File: config.mk
export PLATFORM = sky130hd
export DESIGN_NAME = tdm_lane_receiver_flat
export DESIGN_NICKNAME = d
export VERILOG_FILES = /design/src/rtl/tdm_lane_receiver_if.sv /design/src/rtl/tdm_lane_receiver.sv /design/src/flat_wrapper.sv
export SDC_FILE = /design/constraint.sdc
export NUM_CORES = 1
export LEC_CHECK = 0
export BUFFER_PORTS_ARGS = -buffer_cell sky130_fd_sc_hd__buf_2
export CORE_MARGIN = 2
export CORE_UTILIZATION = 30
export CTS_CLUSTER_DIAMETER = 120
export DETAILED_ROUTE_END_ITERATION = 8
export MAX_ROUTING_LAYER = met4
export PLACE_DENSITY_LB_ADDON = 0.3
export SETUP_SLACK_MARGIN = 0.05
export SLEW_MARGIN = 15
export SYNTH_ARGS = -nofsm -noshare
export SYNTH_HDL_FRONTEND = slang
export SYNTH_SLANG_ARGS = --single-unit
File: constraint.sdc
create_clock -name clk -period 2.45 [get_ports clk]
set_clock_uncertainty 0.1 [all_clocks]
set_input_delay 0.245 -clock clk [delete_from_list [all_inputs] [get_ports clk]]
set_output_delay 0.245 -clock clk [all_outputs]
set_load 0.01 [all_outputs]
File: src/rtl/tdm_lane_receiver_if.sv
`default_nettype none
// +-----------------------------------------------------------------+
// | tdm_lane_receiver_if : TDM link handshake (data/valid/sof/ready)|
// | Rev 1.0                                                         |
// +-----------------------------------------------------------------+
interface tdm_lane_receiver_if #(
  parameter int WIDTH = 4
);
  logic [WIDTH-1:0] in_data;
  logic             in_valid;
  logic             in_sof;
  logic             in_ready;

  modport master (output in_data, output in_valid, output in_sof, input in_ready);
  modport slave  (input in_data, input in_valid, input in_sof, output in_ready);
endinterface
`default_nettype wire

File: src/rtl/tdm_lane_receiver.sv
`default_nettype none
// +-----------------------------------------------------------------+
// | tdm_lane_receiver : reassembles 4-slot TDM frames, commits lanes |
// | Rev 1.0                                                         |
// +-----------------------------------------------------------------+
module tdm_lane_receiver #(
  parameter int WIDTH   = 4,
  parameter int TIMEOUT = 255
) (
  input  wire logic             clk,
  input  wire logic             rst_n,
  tdm_lane_receiver_if.slave    link,
  output logic [WIDTH-1:0]      lane0,
  output logic [WIDTH-1:0]      lane1,
  output logic [WIDTH-1:0]      lane2,
  output logic [WIDTH-1:0]      lane3,
  output logic [1:0]            slot,
  output logic                  frame_done,
  output logic                  frame_err
);

  localparam int CNT_W = $clog2(TIMEOUT + 1);

  typedef enum logic [1:0] {
    S_IDLE   = 2'd0,
    S_RECV   = 2'd1,
    S_COMMIT = 2'd2
  } state_t;

  state_t           state, next_state;
  logic [WIDTH-1:0] shadow0, shadow1, shadow2;
  logic [CNT_W-1:0] idle_cnt;

  logic accept;
  logic do_start, do_store, do_commit, do_restart, do_timeout;

  assign link.in_ready = (state != S_COMMIT);
  assign accept        = link.in_valid & link.in_ready;

  always_ff @(posedge clk or negedge rst_n) begin
    if (!rst_n) state <= S_IDLE;
    else        state <= next_state;
  end

  always_comb begin
    next_state = state;
    do_start   = 1'b0;
    do_store   = 1'b0;
    do_commit  = 1'b0;
    do_restart = 1'b0;
    do_timeout = 1'b0;
    case (state)
      S_IDLE: begin
        if (accept && link.in_sof) begin
          do_start   = 1'b1;
          next_state = S_RECV;
        end
      end
      S_RECV: begin
        // A restart needs an accept, a timeout needs its absence, so they never collide
        if (accept) begin
          if (link.in_sof) begin
            do_start   = 1'b1;
            do_restart = 1'b1;
          end else if (slot == 2'd3) begin
            do_commit  = 1'b1;
            next_state = S_COMMIT;
          end else begin
            do_store   = 1'b1;
          end
        end else if (idle_cnt == CNT_W'(TIMEOUT - 1)) begin
          do_timeout = 1'b1;
          next_state = S_IDLE;
        end
      end
      S_COMMIT: next_state = S_IDLE;
      default:  next_state = S_IDLE;
    endcase
  end

  always_ff @(posedge clk or negedge rst_n) begin
    if (!rst_n) begin
      lane0      <= '0;
      lane1      <= '0;
      lane2      <= '0;
      lane3      <= '0;
      shadow0    <= '0;
      shadow1    <= '0;
      shadow2    <= '0;
      slot       <= 2'd0;
      idle_cnt   <= '0;
      frame_done <= 1'b0;
      frame_err  <= 1'b0;
    end else begin
      frame_done <= do_commit;
      frame_err  <= do_restart | do_timeout;

      if (state == S_RECV && !accept && !do_timeout) idle_cnt <= idle_cnt + 1'b1;
      else                                           idle_cnt <= '0;

      if (do_start) begin
        shadow0 <= link.in_data;
        slot    <= 2'd1;
      end else if (do_store) begin
        if (slot == 2'd1) shadow1 <= link.in_data;
        else              shadow2 <= link.in_data;
        slot <= slot + 2'd1;
      end else if (do_commit) begin
        lane0 <= shadow0;
        lane1 <= shadow1;
        lane2 <= shadow2;
        lane3 <= link.in_data;
        slot  <= 2'd0;
      end else if (do_timeout) begin
        slot  <= 2'd0;
      end
    end
  end

endmodule
`default_nettype wire

File: src/flat_wrapper.sv
// flat-port wrapper written by rule: the top's interface ports become plain ports
module tdm_lane_receiver_flat 
#(
  parameter int WIDTH   = 4,
  parameter int TIMEOUT = 255
)
  (clk, rst_n, lane0, lane1, lane2, lane3, slot, frame_done, frame_err, link_in_data, link_in_valid, link_in_sof, link_in_ready);
  tdm_lane_receiver_if #(.WIDTH(WIDTH)) link_i ();
  input  wire logic clk;
  input  wire logic rst_n;
  output logic [WIDTH-1:0] lane0;
  output logic [WIDTH-1:0] lane1;
  output logic [WIDTH-1:0] lane2;
  output logic [WIDTH-1:0] lane3;
  output logic [1:0] slot;
  output logic frame_done;
  output logic frame_err;
  input wire logic [$bits(link_i.in_data)-1:0] link_in_data;
  input wire logic [$bits(link_i.in_valid)-1:0] link_in_valid;
  input wire logic [$bits(link_i.in_sof)-1:0] link_in_sof;
  output wire logic [$bits(link_i.in_ready)-1:0] link_in_ready;
  assign link_i.in_data = link_in_data;
  assign link_i.in_valid = link_in_valid;
  assign link_i.in_sof = link_in_sof;
  assign link_in_ready = link_i.in_ready;
  tdm_lane_receiver #(.WIDTH(WIDTH), .TIMEOUT(TIMEOUT)) u_core (.clk(clk), .rst_n(rst_n), .link(link_i), .lane0(lane0), .lane1(lane1), .lane2(lane2), .lane3(lane3), .slot(slot), .frame_done(frame_done), .frame_err(frame_err));
endmodule
==> results of run 1 <==
## metal layers
layer	vias to the layer above	global-route usage, %	wire [um]
met4	0	5.67	72
met2	25	18.4	1530
met3	9	3.41	177
met5	-	-	0
met1	584	14.2	1650
li1	552	-	-
## cell families after synthesis
logic type | count (synthesis)
AOI/OAI and AO/OA | 20
DFF | 42
muxes | 26
buffers and inverters | 7
adders and majority gates | 4
xor gates and xnor gates | 2
and+or+nand+nor | 31
## how the worst max path moves through the flow
| stage | to | depth (start not counted) |
|---|---|---|
| 3_5_place_dp | u_core.lane1[0] | 4 |
| 4_1_cts | u_core.lane1[0] | 4 |
| 6_report | u_core.lane1[0] | 4 |
| 5_1_grt | u_core.lane0[1] | 4 |
| 2_1_floorplan | u_core.lane3[0] | 4 |
| 3_3_place_gp | u_core.lane1[1] | 4 |
## synthesized netlist by cell type (2+ instances only)
master	instances
inv_1	5
mux2_2	22
a21oi_1	4
a31o_2	3
nand3_1	3
and2_1	2
nor2_1	5
ha_1	4
o21ai_0	3
mux2_4	4
nor3_1	2
o31ai_1	2
dfrtp_1	42
nor2b_1	2
o21bai_1	2
nand2_1	2
a31oi_1	2
nor3b_1	2
## critical path, stage by stage (launching register included)
cell	delay [ns]
dfrtp_1	0.42
ha_1	0.30
nor3b_4	0.38
buf_4	0.28
mux2_2	0.35
## state kept, by name, summed over array words and instances (netlist names), 4 cells and up
name and count:
u_core.idle_cnt 8, u_core.lane0 4, u_core.lane1 4, u_core.lane2 4, u_core.lane3 4, u_core.shadow0 4
u_core.shadow1 4, u_core.shadow2 4
## repair_timing
item | in CTS | in global routing
hold buffers | 1 | 0
endpoints found under the hold margin | 16 | 0
gates resized for setup | 0 | 0
## metrics by stage
step / area (um2) / utilization [%]
2_1_floorplan: 1820 / -
3_3_place_gp: 2060 / 34.9
3_5_place_dp: 2060 / 34.9
4_1_cts: 2160 / 36.7
5_1_grt: 2160 / 36.7
6_report: 2160 / 36.7
## final cells by class
class	instances	area, um2
clock buffer	5	68.8
timing repair buffer	31	165
sequential	42	1050
fill	589	3720
multi-input combinational	83	738
clock inverter	3	25.0
inverter	5	18.8
tap	75	93.8
## power by group
part	internal [mW]	switching [mW]	leakage [nW]	total (mW)
logic	0.383	0.310	0.418	0.693
registers	0.928	0.140	0.533	1.07
clock network	0.206	0.260	0.0447	0.466
==> impl_results.md, run 1 <==
* Status: finished, final reports clean
* CTS H-tree depth at 2
* First-pass GRT wire length at 5810 um
* Drt first pass iters at 4
* # rows at 28
* Hold path cells at 2
* Placer Congestion at 0.811
* Max-Cap Viols at 0
* Final Max Slew Viols at 0
* Peak Freq at 0.513 GHz
* CTS sink count at 42
* Dpl ws at 0.509 ns
* DRT iter0 DRCs at 35
* Syn_area_per_cell at 13.8 um2
* Top cells by area, synth: dfrtp_1 58%, mux2_2 14%, mux2_4 3.3%
* Vias in the first global route at 1262
* Crit path capture type: register
* Final setup violation count at 0
* Die area at 6700 um2
* Post-Synth Simple-Gate Area at 12.4%
* Data arrival time of the critical path at 2.03 ns
* Starting density of the core at 30.9%
* Final setup margin at 0.502 ns
* Mux cell area share after synthesis at 16.9%
* Clock slew seen by the registers of the worst setup and hold paths at 0.10 ns
* Final Critical Period at 1.95 ns
* Syn nets at 144
* Routed vias/inst at 4.80
* Reg2Reg Depth at 4
* CP max FO at 12
* Synth Cell Area at 1820 um2
* Vias at 1170
* Grt ovf at 0
* HPWL Detailed at 2380 um
* Post-synth EDFFs at 0
* DRC at 0
* Slew @ Worst Pin at 0.552 ns
* Hold Path End: u_core.shadow1[2]
* Top-area cell type share of the netlist area at 57.8%
* Pleak at 0.996 nW
* Clock buffers created by TritonCTS at 5
* Main combinational cell family by area after synthesis: multiplexers
* Final nets at 180
* Core Box Area at 5890 um2
* Crit path required time at 2.53 ns
* Synth cell types at 39
* Seq cells post-synth at 42
* Chip Height at 81.9 um
* Initial antenna violation count at 0
* Clock Tree Buf Depth at 2
* Ant diodes at 0
* Share of cells above drive strength 1 at 43.2%
* Async SR Flop Fraction at 100%
* Flop-to-flop setup slack at 0.50 ns
* Worst VDD drop at 438 uV
* DR WL/cell at 14.1 um
* Register area share after synthesis at 57.8%
* Most area-hungry cell type in the Yosys netlist: dfrtp_1
* CP Launch Point: u_core.slot[0]
* Most common cell after layout, fill and taps aside: dfrtp_1
* Worst Hold Launch: link_in_data[2]
* Final hold vios at 0
* Count of boundary I/O pins at 29
* Post-Route WL at 3440 um
* Startpoint Class: register
* Number of port buffers at 28
* Layout Cells excl Fill at 244
* Hold WS at 0.131 ns
* GR Util All Layers at 11.9%
* Power per cell area at 1030 nW/um2
* Number of setup buffers added after CTS at 0
* Post-Syn Instances at 132
* Min-Delay Path Class: primary input to register
* Xor/xnor share of the synthesized area at 0.963%
* Compound-gate portion of the synthesized area at 7.57%
* Layout area overhead at 18.8%
* Largest net degree at the start of global routing at 27
* Cells after DPL at 235
* CTS tree: yes
* Worst r2r src: u_core.slot[0]
* Ys Warns at 0
* Final Cycle Share at 79.5%
* Root buffer cell: clkbuf_8
* Most used DFF post-synth: dfrtp_1
* Rel. slew slack at 62.9%
* Total power at 2.23 mW
* Unrepaired setup endpoints after global routing: false
* Fin Setup TNS at 0 ns
* Critical path class: register to register
* Overall die width at 81.9 um
* Most frequent cells in the layout: 42 x dfrtp_1, 28 x buf_2, 22 x mux2_2
* Clk Latency, worst-skew pair at 0.29 ns
* Synth Area in Adders at 2.75%
* Reg2reg end: u_core.lane1[0]
* Antenna Violating Nets Remaining at 0
(Power assumes the default switching activity.)
==> run 2: changes to the inputs <==
==> constraint.sdc (replaced) <==
create_clock -name clk -period 1.6 [get_ports clk]
set_clock_uncertainty 0.1 [all_clocks]
set_input_delay 0.16 -clock clk [delete_from_list [all_inputs] [get_ports clk]]
set_output_delay 0.16 -clock clk [all_outputs]
set_load 0.01 [all_outputs]
==> run 2 against run 1 <==
  * The run now ends with setup timing left
  * Register-to-register slack got worse by 0.62 ns
  * Non-clock buffer count grew 19
  * Fmax up 13%
  * Largest cell class unchanged
  * Largest power group unchanged
==> impl_results.md, run 2 (same netlist as run 1, synthesis figures left out) <==
* Status: complete, but fails checks
* Failing checks: setup timing
* Dpl ws at -0.111 ns
* Final Max Slew Viols at 0
* Hold WS at 0.0542 ns
* Root buffer cell: clkbuf_8
* Most frequent cells in the layout: 36 x dfrtp_1, 28 x buf_2, 24 x mux2_4, 11 x buf_4, 6 x dfrtp_2
* Power per cell area at 1540 nW/um2
* Final hold vios at 0
* Total power at 3.93 mW
* Top reg by flops: u_core.idle_cnt
* CTS sink count at 42
* Overall die width at 81.9 um
* Largest net degree at the start of global routing at 27
* Grt ovf at 0
* Top Family by Delay on Critical Path: flip-flops
* Clock Tree Buf Depth at 2
* Routed vias/inst at 4.78
* Post-DP Area at 2240 um2
* HPWL Detailed at 2700 um
* Flop-to-flop setup slack at -0.12 ns
* Hold path cells at 2
* Initial antenna violation count at 0
* Final Cycle Share at 108%
* Crit path required time at 1.68 ns
* First-pass GRT wire length at 6440 um
* Number of port buffers at 28
* GR Util All Layers at 13.1%
* Core Box Area at 5890 um2
* Startpoint Class: register
* Layout area overhead at 40.0%
* Max-Cap Viols at 0
* CP max FO at 8
* Vias in the first global route at 1288
* Crit-path cells: ha_4 -> buf_6 -> nor3b_4 -> buf_6 -> clkbuf_16 -> mux2_4
* Crit path capture type: register
* Clk Latency, worst-skew pair at 0.29 ns
* Pleak at 1.16 nW
* Fin Setup TNS at -2.35 ns
* Most common cell after layout, fill and taps aside: dfrtp_1
* Count of boundary I/O pins at 29
* Design Area, Final at 2550 um2
* Critical path class: register to register
* Slowest CP cell: dfrtp_2
* Final Critical Period at 1.72 ns
* Chip Height at 81.9 um
* CTS H-tree depth at 2
* CP Depth at 6
* Final setup violation count at 26
* Placer Congestion at 0.874
* DRC at 0
* Peak Freq at 0.581 GHz
* Unrepaired setup endpoints after global routing: true
* Vias at 1258
* CP most frequent cell: buf_6
* Post-Route WL at 4080 um
* CP bufs+invs at 3
* Reg2Reg Depth at 6
* Number of flip-flops in the largest register at 8
* Rel. slew slack at 71.0%
* CTS tree: yes
* Slew @ Worst Pin at 0.435 ns
* Data arrival time of the critical path at 1.80 ns
* Drt first pass iters at 4
* Die area at 6700 um2
* Clock buffers created by TritonCTS at 5
* Final setup margin at -0.120 ns
* Min-Delay Path Class: primary input to register
* Worst VDD drop at 683 uV
* DR WL/cell at 15.5 um
* DRT iter0 DRCs at 81
* Clock slew seen by the registers of the worst setup and hold paths at 0.09 ns
* Final nets at 199
* Share of cells above drive strength 1 at 56.9%
* # rows at 28
* CP peak stage delay at 0.46 ns
* Antenna Violating Nets Remaining at 0
* Ant diodes at 0
* Starting density of the core at 30.9%
[run 2: cell count changes in the layout (fill, tap and decap cells not counted), moves of 2 or more]
cell,previous run,this run
ha_4,0,3
mux2_4,4,24
mux2_2,22,2
clkbuf_16,0,2
buf_12,0,3
dfrtp_2,0,6
buf_4,2,11
dfrtp_1,42,36
ha_1,4,0
buf_6,0,5
[run 2: worst register-to-register path: stages, from the launching register on]
cell and delay (ns):
dfrtp_2 0.46, ha_4 0.19, buf_6 0.12, nor3b_4 0.14
buf_6 0.14, clkbuf_16 0.16, mux2_4 0.30
[run 2: where the power goes]
part / switching [mW] / internal, mW
Clock: 0.377 / 0.307
Combinational: 0.600 / 0.958
Sequential: 0.252 / 1.43
Total: 1.23 / 2.70
[run 2: cell type report]
type,instances,area (um2)
repair buffers,50,399
inverters,5,18.8
multi-input cells,83,886
well taps,75,93.8
clock buffers,5,68.8
clock inverters,3,21.3
flip-flops and latches,42,1060
fillers,547,3340
[run 2: metal layers]
metal  GRT usage [%]  routed length, um
met5               -                  0
met4            6.00                 76
met3            3.74                183
met2            21.1               2110
met1            15.1               1710
[run 2: metrics by stage]
step / util (%) / cells
after global routing: 43.3 / 263
after global placement: 38.0 / 249
after floorplan: - / 132
after CTS: 41.5 / 260
after detailed placement: 38.0 / 249
final: 43.3 / 263
[run 2: timing repair]
action                                 CTS  global route
setup endpoints to repair               31            32
pin swaps                                2             6
hold buffers                             1             0
gates resized for setup                 24            11
gates cloned                             0             2
setup buffers                            2             1
endpoints found under the hold margin   16             0
[run 2: worst paths after layout]
kind / from / endpoint
setup / recovery: u_core.slot[0] / u_core.lane1[2]
hold / removal: link_in_data[1] / u_core.lane3[1]
setup reg to reg: u_core.slot[0] / u_core.lane1[2]
hold reg to reg: u_core.shadow0[1] / u_core.lane0[1]
max in group asynchronous: rst_n / u_core.lane2[3]
min in group asynchronous: rst_n / u_core.frame_err
==> run 3: changes to the inputs <==
--- a/config.mk
+++ b/config.mk
@@ -7,7 +7,7 @@
 export LEC_CHECK = 0
 export BUFFER_PORTS_ARGS = -buffer_cell sky130_fd_sc_hd__buf_2
 export CORE_MARGIN = 2
-export CORE_UTILIZATION = 30
+export CORE_UTILIZATION = 50
 export CTS_CLUSTER_DIAMETER = 120
 export DETAILED_ROUTE_END_ITERATION = 8
 export MAX_ROUTING_LAYER = met4
==> run 3 against run 2 <==
  * First-iteration DRC count fell by 22%
  * The run still ends with setup timing left
  * Core utilization rose by 33 points
  * Global-route usage rose by 10 points
  * Largest cell class unchanged
  * Die area fell by 38%
  * Critical path depth did not move
  * Sequential power barely moved
==> impl_results.md, run 3 (same netlist as run 1, synthesis figures left out) <==
* Dpl ws at -0.137 ns
* CP max FO at 5
* Placer Congestion at 0.887
* Worst VDD drop at 867 uV
* Vias at 1369
* Largest net degree at the start of global routing at 18
* Fin Setup TNS at -2.38 ns
* Initial antenna violation count at 0
* Ant diodes at 0
* Min-Delay Path Class: primary input to register
* Rel. slew slack at 72.9%
* Final Cycle Share at 108%
* DR WL/cell at 17.6 um
* # rows at 21
* Clock slew seen by the registers of the worst setup and hold paths at 0.12 ns
* CP peak stage delay at 0.41 ns
* Crit path capture type: register
* Clock Tree Buf Depth at 2
* Clk Latency, worst-skew pair at 0.35 ns
* Startpoint Class: register
* CTS tree: yes
* GR Util All Layers at 23.6%
* Fillers at 223
* DRC at 0
* Drt first pass iters at 4
* Data arrival time of the critical path at 1.86 ns
* Overall die width at 64.3 um
* Worst r2r src: u_core.state[1]
* Share of cells above drive strength 1 at 58.9%
* Top reg by flops: u_core.idle_cnt
* Crit path required time at 1.74 ns
* Final hold vios at 0
* First-pass GRT wire length at 7050 um
* Slew @ Worst Pin at 0.407 ns
* Core Box Area at 3420 um2
* Reg2reg end: u_core.lane1[0]
* Die area at 4140 um2
* Slowest CP cell: dfrtp_1
* Flop-to-flop setup slack at -0.12 ns
* Status: complete, but fails checks
* Routed vias/inst at 5.41
* Most frequent cells in the layout: 40 x dfrtp_1, 30 x buf_4, 28 x buf_2, 24 x mux2_4
* Layout area overhead at 43.2%
* Root buffer cell: clkbuf_4
* Internal Power at 2.62 mW
* Final Critical Period at 1.72 ns
* Chip Height at 64.3 um
* Number of flip-flops in the largest register at 8
* Number of port buffers at 28
* Pleak at 1.24 nW
* Grt ovf at 0
* Critical path class: register to register
* Final setup violation count at 27
* Max-Cap Viols at 0
* Clk pwr share at 14.4%
* Total power at 3.87 mW
* Post-Route WL at 4460 um
* Final setup margin at -0.123 ns
* Final nets at 218
* Starting density of the core at 53.3%
* Switching Fraction at 32.2%
* Unrepaired setup endpoints after global routing: true
* Clock buffers created by TritonCTS at 5
* Peak Freq at 0.580 GHz
* Antenna Violating Nets Remaining at 0
* Worst Hold Launch: link_in_valid
* CTS sink count at 42
* Failing checks: setup timing
* Crit-path cells: nand3b_4 -> buf_6 -> nor3b_4 -> buf_6 -> buf_12 -> mux2_4
* Reg2Reg Depth at 6
* Most common cell after layout, fill and taps aside: dfrtp_1
* Sw power at 1.25 mW
* Power per cell area at 1480 nW/um2
* Vias in the first global route at 1431
* Count of boundary I/O pins at 29
* Power share of the combinational group at 42.0%
* HPWL Detailed at 2820 um
* Hold path cells at 3
* CP most frequent cell: buf_6
* Final Max Slew Viols at 0
* DRT iter0 DRCs at 63
* Sequential share of power at 43.6%
* Hold Path End: u_core.state[0]
* CTS H-tree depth at 2
run 3: through the flow:
step / util (%) / instances / area (um2) / hold WS, ns
after global placement: 65.2 / 227 / 2230 / -0.0143
after floorplan: - / 132 / 1860 / -0.236
after global routing: 76.3 / 253 / 2610 / 0.0547
after detailed placement: 65.2 / 227 / 2230 / 0.00597
final: 76.3 / 253 / 2610 / 0.0515
after CTS: 72.8 / 244 / 2490 / 0.00395
run 3: routing by layer:
metal / wire length, um / up-vias / GRT usage [%]
met5: 0 / - / -
met1: 1860 / 692 / 29.0
li1: - / 630 / -
met2: 2360 / 42 / 39.7
met4: 47 / 0 / 6.65
met3: 188 / 5 / 4.75
run 3: repair_timing:
| item | in CTS | in global routing |
|---|---|---|
| endpoints found under the setup margin | 32 | 31 |
| cloned | 1 | 1 |
| hold endpoints to repair | 49 | 4 |
| setup buffers | 5 | 6 |
| hold buffers | 3 | 2 |
| resized for setup | 26 | 7 |
| pin swaps | 3 | 4 |
run 3: worst max-delay path, delay by kind of cell, from the launching register on:
| kind | cells | cell delay [ns] |
|---|---|---|
| simple gates | 2 | 0.36 |
| mux | 1 | 0.32 |
| flops | 1 | 0.41 |
| buf+inv | 3 | 0.42 |
run 3: power groups by stage:
stage          clock, mW  sequential [mW]  combinational, mW
2_1_floorplan          0             1.74              0.660
3_3_place_gp           0             1.63               1.25
3_5_place_dp           0             1.67               1.32
5_1_grt            0.623             1.73               1.73
6_report           0.555             1.69               1.62
4_1_cts            0.567             1.67               1.54
run 3: worst max-delay path by stage:
stage / from / end
3_5_place_dp: u_core.slot[1] / u_core.shadow1[1]
2_1_floorplan: u_core.state[1] / u_core.shadow1[0]
6_report: u_core.state[1] / u_core.lane1[0]
3_3_place_gp: u_core.slot[1] / u_core.shadow1[2]
4_1_cts: u_core.slot[0] / u_core.shadow1[1]
5_1_grt: u_core.slot[1] / u_core.shadow1[1]
run 3: cell type report:
class	instances	area, um2	area share (%)
clock inverters	2	12.5	0.480
multi-input cells	83	890	34.1
repair buffers	69	522	20.0
clock buffers	6	51.3	1.97
flip-flops and latches	42	1050	40.4
inverters	5	18.8	0.720
well taps	46	57.6	2.21
